===== src/rtl/ram_port_arbiter.sv =====
// ---------------------------------------------------------------------------
// ram_port_arbiter
//   Shares one byte-writable RAM port between two masters. Arbitration is
//   combinational within the cycle: round-robin when both request in IDLE, and
//   sticky ownership (OWN0/OWN1) while the granted master holds its lock.
//   Reads are tracked in a RAM_LATENCY-deep {valid, id} shift pipeline, so each
//   read returns an rvalid to its issuing master exactly RAM_LATENCY cycles
//   after its grant.
//
// Ports
//   clk, rst                  clock, asynchronous active-high reset
//   mN_req/lock/we/addr/wdata master N request fields (N = 0, 1)
//   mN_gnt                    master N request accepted this cycle
//   mN_rvalid                 master N read data valid
//   rdata                     read data, shared, straight from ram_dout
//   ram_en/we/addr/din        RAM port command
//   ram_regce                 RAM output register enable (latency 2 only)
//   ram_dout                  RAM read data
// ---------------------------------------------------------------------------
module ram_port_arbiter #(
  parameter int NB_COL      = 4,
  parameter int COL_WIDTH   = 8,
  parameter int ADDR_WIDTH  = 10,
  parameter int RAM_LATENCY = 1
) (
  input  logic                          clk,
  input  logic                          rst,
  input  logic                          m0_req,
  input  logic                          m0_lock,
  input  logic [NB_COL-1:0]             m0_we,
  input  logic [ADDR_WIDTH-1:0]         m0_addr,
  input  logic [NB_COL*COL_WIDTH-1:0]   m0_wdata,
  output logic                          m0_gnt,
  output logic                          m0_rvalid,
  input  logic                          m1_req,
  input  logic                          m1_lock,
  input  logic [NB_COL-1:0]             m1_we,
  input  logic [ADDR_WIDTH-1:0]         m1_addr,
  input  logic [NB_COL*COL_WIDTH-1:0]   m1_wdata,
  output logic                          m1_gnt,
  output logic                          m1_rvalid,
  output logic [NB_COL*COL_WIDTH-1:0]   rdata,
  output logic                          ram_en,
  output logic [NB_COL-1:0]             ram_we,
  output logic [ADDR_WIDTH-1:0]         ram_addr,
  output logic [NB_COL*COL_WIDTH-1:0]   ram_din,
  output logic                          ram_regce,
  input  logic [NB_COL*COL_WIDTH-1:0]   ram_dout
);

  localparam int W = NB_COL * COL_WIDTH;

  generate
    if (RAM_LATENCY != 1 && RAM_LATENCY != 2) begin : g_bad_latency
      $error("ram_port_arbiter: RAM_LATENCY must be 1 or 2");
    end
  endgenerate

  typedef enum logic [1:0] {IDLE, OWN0, OWN1} state_t;

  state_t state_reg, state_next;
  logic   last_reg;          // id of the most recently granted master
  logic   sel1;              // 1 = m1 selected this cycle
  logic   gnt0, gnt1;
  logic   read_issue;

  logic [RAM_LATENCY-1:0] pipe_valid_reg, pipe_valid_next;
  logic [RAM_LATENCY-1:0] pipe_id_reg, pipe_id_next;

  // Selection: owner wins outright; otherwise round-robin on contention.
  always_comb begin
    sel1 = 1'b0;
    case (state_reg)
      OWN0:    sel1 = 1'b0;
      OWN1:    sel1 = 1'b1;
      default: sel1 = (m0_req && m1_req) ? ~last_reg : m1_req;
    endcase
  end

  // Grants are combinational but must read as 0 while reset is held.
  assign gnt0 = m0_req & ~sel1 & ~rst;
  assign gnt1 = m1_req &  sel1 & ~rst;

  assign m0_gnt = gnt0;
  assign m1_gnt = gnt1;

  // Ownership persists only through a locked grant; an owner that stops
  // requesting releases the port.
  always_comb begin
    state_next = IDLE;
    if (gnt0 && m0_lock)
      state_next = OWN0;
    else if (gnt1 && m1_lock)
      state_next = OWN1;
  end

  // RAM command mux; idle cycles drive zeros.
  assign ram_en   = gnt0 | gnt1;
  assign ram_we   = gnt0 ? m0_we   : (gnt1 ? m1_we   : '0);
  assign ram_addr = gnt0 ? m0_addr : (gnt1 ? m1_addr : '0);

  genvar gi;
  generate
    for (gi = 0; gi < NB_COL; gi++) begin : g_din_lane
      assign ram_din[gi*COL_WIDTH +: COL_WIDTH] =
        gnt0 ? m0_wdata[gi*COL_WIDTH +: COL_WIDTH] :
        (gnt1 ? m1_wdata[gi*COL_WIDTH +: COL_WIDTH] : '0);
    end
  endgenerate

  assign read_issue = (gnt0 && (m0_we == '0)) || (gnt1 && (m1_we == '0));

  // Read tracking pipeline: stage 0 captures this cycle's read grant, the
  // last stage lines up with the cycle the RAM presents its data.
  always_comb begin
    pipe_valid_next    = '0;
    pipe_id_next       = '0;
    pipe_valid_next[0] = read_issue;
    pipe_id_next[0]    = gnt1;
    for (int i = 1; i < RAM_LATENCY; i++) begin
      pipe_valid_next[i] = pipe_valid_reg[i-1];
      pipe_id_next[i]    = pipe_id_reg[i-1];
    end
  end

  always_ff @(posedge clk or posedge rst) begin
    if (rst) begin
      state_reg      <= IDLE;
      last_reg       <= 1'b1;   // pretend m1 went last so m0 wins first
      pipe_valid_reg <= '0;
      pipe_id_reg    <= '0;
    end else begin
      state_reg      <= state_next;
      pipe_valid_reg <= pipe_valid_next;
      pipe_id_reg    <= pipe_id_next;
      if (gnt0)
        last_reg <= 1'b0;
      else if (gnt1)
        last_reg <= 1'b1;
    end
  end

  assign m0_rvalid = pipe_valid_reg[RAM_LATENCY-1] & ~pipe_id_reg[RAM_LATENCY-1];
  assign m1_rvalid = pipe_valid_reg[RAM_LATENCY-1] &  pipe_id_reg[RAM_LATENCY-1];

  assign rdata     = ram_dout;
  assign ram_regce = (RAM_LATENCY == 2);

  logic [W-1:0] unused_width_tie;
  assign unused_width_tie = '0;

endmodule

===== config.mk =====
export PLATFORM = sky130hd
export DESIGN_NAME = ram_port_arbiter
export DESIGN_NICKNAME = d
export VERILOG_FILES = /design/src/rtl/ram_port_arbiter.sv
export SDC_FILE = /design/constraint.sdc
export NUM_CORES = 1
export LEC_CHECK = 0
export CAP_MARGIN = 20
export CORE_AREA = 5 5 84 86
export DETAILED_ROUTE_END_ITERATION = 10
export DIE_AREA = 0 0 89 91
export HOLD_SLACK_MARGIN = 0.05
export PLACE_DENSITY = 0.79
export RECOVER_POWER = 50
export SLEW_MARGIN = 10
export SYNTH_ARGS = -nofsm -noshare
export SYNTH_HDL_FRONTEND = slang
export SYNTH_SLANG_ARGS = --single-unit

===== constraint.sdc =====
create_clock -name clk -period 1.7 [get_ports clk]
set_input_delay 0.34 -clock clk [delete_from_list [all_inputs] [get_ports clk]]
set_output_delay 0.34 -clock clk [all_outputs]
set_load 0.02 [all_outputs]

==> flow_metrics.py <==
metrics = {
    "floorplan": {
        "die-area_um2": 8100,
        "die_x_um": 89,
        "die_h_um": 91,
        "ios": 214,
        "start_util_pct": 16.3,
        "rows": 29,
        "core-area_um2": 6200,
    },
    "drt": {
        "finalWirelength_mm": 5.91,
        "drc": 0,
        "first_pass_iters": 4,
        "ant_nets": 0,
        "wl_per_cell_um": 18.5,
        "drt_iter0_drc": 23,
        "via_count": 1449,
        "avgViaCountPerCell": 4.54,
    },
    "sta": {
        "max_freq_ghz": 0.450,
        "hold_viol_final": 0,
        "finalCritPeriodShare_pct": 131,
        "rsz0062_at_grt": "yes",
        "skew_ns": 0.000937,
        "period_minus_slack_ns": 2.22,
        "drv_slew": 0,
        "holdWs_ns": 0.515,
        "setup_viol": 49,
        "fin_ws_ns": -0.521,
    },
    "pwr": {
        "p_per_area_nw_per_um2": 481,
        "p_int_w": 0.00100,
        "p_sw_w": 0.000506,
        "p_leak_nw": 1.45,
        "seq_power_share_pct": 9.3,
        "switching_share_pct": 33.5,
        "peakVddDrop_mv": 0.233,
        "comb_power_share_pct": 76.3,
        "p_clk_share_pct": 14.4,
    },
    "logic_synthesis": {
        "yosysWarnings": 0,
        "syn-num-nets": 247,
        "ys_top_cells_by_count": "a22o_1, buf_4, buf_2, buf_6, dfrtp_1",
        "synth_edf_count": 0,
        "synth_area_leader_cell": "a22o_1",
        "ys_seq_area_share_pct": 12.5,
        "syn-cell-area_um2": 1010,
        "synthCells": 116,
        "async_flop_share_pct": 100,
        "syn_avg_cell_area_um2": 8.72,
        "synthTopCellsByArea": "a22o_1, buf_4, dfrtp_1, buf_6, dfstp_2",
        "synth_cell_types": 22,
        "ys.flop_type": "dfrtp_1",
        "yosys.cell_count.top_type": "a22o_1",
        "synth_top_area_share_pct": 39.9,
        "ys_ff_latch": 5,
    },
    "placement": {
        "dp_cells": 305,
        "dp_hpwl_mm": 4.27,
        "post-place-ws_ns": -0.938,
        "numPortBuffers": 148,
        "gp_congestion": 0.787,
        "placed_cell_area_um2": 2790,
    },
    "grt": {
        "antenna_found_initial": 0,
        "grt_max_degree": 28,
        "grt.overflow.total": 0,
        "grtUsageTotal_pct": 12.2,
        "grt_pass1_vias": 1633,
        "grt_pass1_wl_mm": 8.00,
    },
    "clock_network": {
        "cts_sinks": 5,
        "clk_path_buf_depth": 2,
        "root_buffer": "clkbuf_8",
        "cts-htree-levels": 1,
        "cts_tree": "built",
        "clk_latency_ns": 0.22,
        "postCtsHoldBufs": 0,
        "cts.clk_slew.worst_paths_ns": 0.03,
        "cts_made_buffers": 3,
    },
    "critical_path": {
        "crit_type": "reg -> out",
        "start_kind": "flop",
        "crit_chain": "ha_4 > buf_6 > nor2b_4 > nor3_4 > buf_6 > clkbuf_16 > a22o_4 > buf_6",
        "crit_arrival_ns": 1.88,
        "crit_required_ns": 1.36,
        "reg2reg_depth": 7,
        "crit_path_frequent_cell": "buf_6",
        "timing.rr.end": "state_reg[1]$_DFF_PP0_",
        "r2r-start": "state_reg[0]$_DFF_PP0_",
        "cp_max_fo": 6,
        "critPathBufInv": 4,
        "slowest_stage": "dfrtp_1",
        "cp_top_family": "buffers and inverters",
        "max_stage_delay_ns": 0.40,
        "endpoint_kind": "output pin",
        "rrSetupSlack_ns": 0.09,
    },
    "hold_path": {
        "min_path_type": "in -> async",
    },
    "layout": {
        "drive_above_1_share_pct": 51.2,
        "area_delta_synth_final_pct": 210,
        "largest_reg_flops": 2,
        "nets": 374,
        "fillCellCount": 553,
        "n_antenna_cell": 0,
        "final-instance-count-excl-fill": 319,
        "fin_area_um2": 3140,
        "final_core_util_pct": 50.6,
    },
    "job": {
        "drv_cap": 0,
    },
    "status": {
        "violations": "setup timing",
        "status": "finished, violations left",
    },
}
[cells in the final DEF (no fill, tap or decap)]
master           count
dfstp_2              1
nand2b_1             1
clkbuf_1             2
or2_4                1
buf_4                3
nor2b_4              1
nor4_1               2
or4_1                1
nor2b_1              1
o21bai_1             1
a21o_1               1
clkdlybuf4s50_1     97
nand3_2              1
inv_2                1
inv_1                2
dlymetal6s2s_1       2
nor3_4               1
conb_1               1
clkbuf_8             3
o2111a_2             1
a22o_4              46
ha_4                 1
buf_16               2
and3b_2              1
clkbuf_16            6
buf_6               50
and2_1               3
buf_8                1
dfrtp_1              4
buf_12               4
[per-stage QoR]
step	power [W]	TNS (ns)
2_1_floorplan	0.000736	-6.78
3_3_place_gp	0.00113	-43.17
3_5_place_dp	0.00114	-44.83
4_1_cts	0.00142	-25.47
5_1_grt	0.00159	-27.59
6_report	0.00151	-24.40
[power by group through the flow]
stage	Clock (W)	Sequential [W]	Combinational, W
floorplan	0	0.000141	0.000595
global placement	0	0.000141	0.000993
detailed placement	0	0.000141	0.00100
CTS	0.000225	0.000140	0.00105
global route	0.000240	0.000141	0.00121
finish	0.000217	0.000140	0.00115
[kinds of logic after synthesis]
group	count (synthesis)	synth area share (%)
compound gates	49	42.5
other cells	1	0.371
flops	5	12.5
simple gates	13	9.41
fa+ha+maj	1	1.24
buf+inv	47	34.0
[how the worst max path moves through the flow]
stage | start | endpoint | cells after the start
3_5_place_dp | rst | ram_din[30] | 6
2_1_floorplan | state_reg[0]$_DFF_PP0_ | ram_din[24] | 6
5_1_grt | state_reg[1]$_DFF_PP0_ | ram_we[2] | 8
6_report | state_reg[1]$_DFF_PP0_ | ram_we[2] | 8
3_3_place_gp | m1_req | ram_din[26] | 6
4_1_cts | state_reg[0]$_DFF_PP0_ | ram_we[0] | 8
[layout make-up]
type                    instances  area (um^2)  area share (%)
clock buffers                   4         45.0            1.44
multi-input cells              64          972            31.0
repair buffers                166         1890            60.1
flip-flops and latches          5          126            4.03
inverters                       3         11.3           0.359
well taps                      77         96.3            3.07
[per-layer routing]
layer  wire length [um]  track usage, %  part of all wire, %  up-vias
met3                692            3.26                   12       13
met2               3180            23.8                   54       97
met4                 85            3.97                  1.4        0
met5                  0               0                    0        -
met1               1940            12.1                   33      672
li1                   -               -                    -      667
[repair_timing]
| action | in CTS | in global routing |
|---|---|---|
| cloned | 2 | 6 |
| setup buffers | 2 | 0 |
| pin swaps | 1 | 3 |
| gates resized for setup | 256 | 48 |
| setup endpoints to repair | 49 | 51 |
[worst min-delay path, stage by stage]
cell and delay, ns:
clkdlybuf4s50_1 0.44, inv_1 0.09, clkbuf_1 0.24
Power figures use the tool's default switching activity.
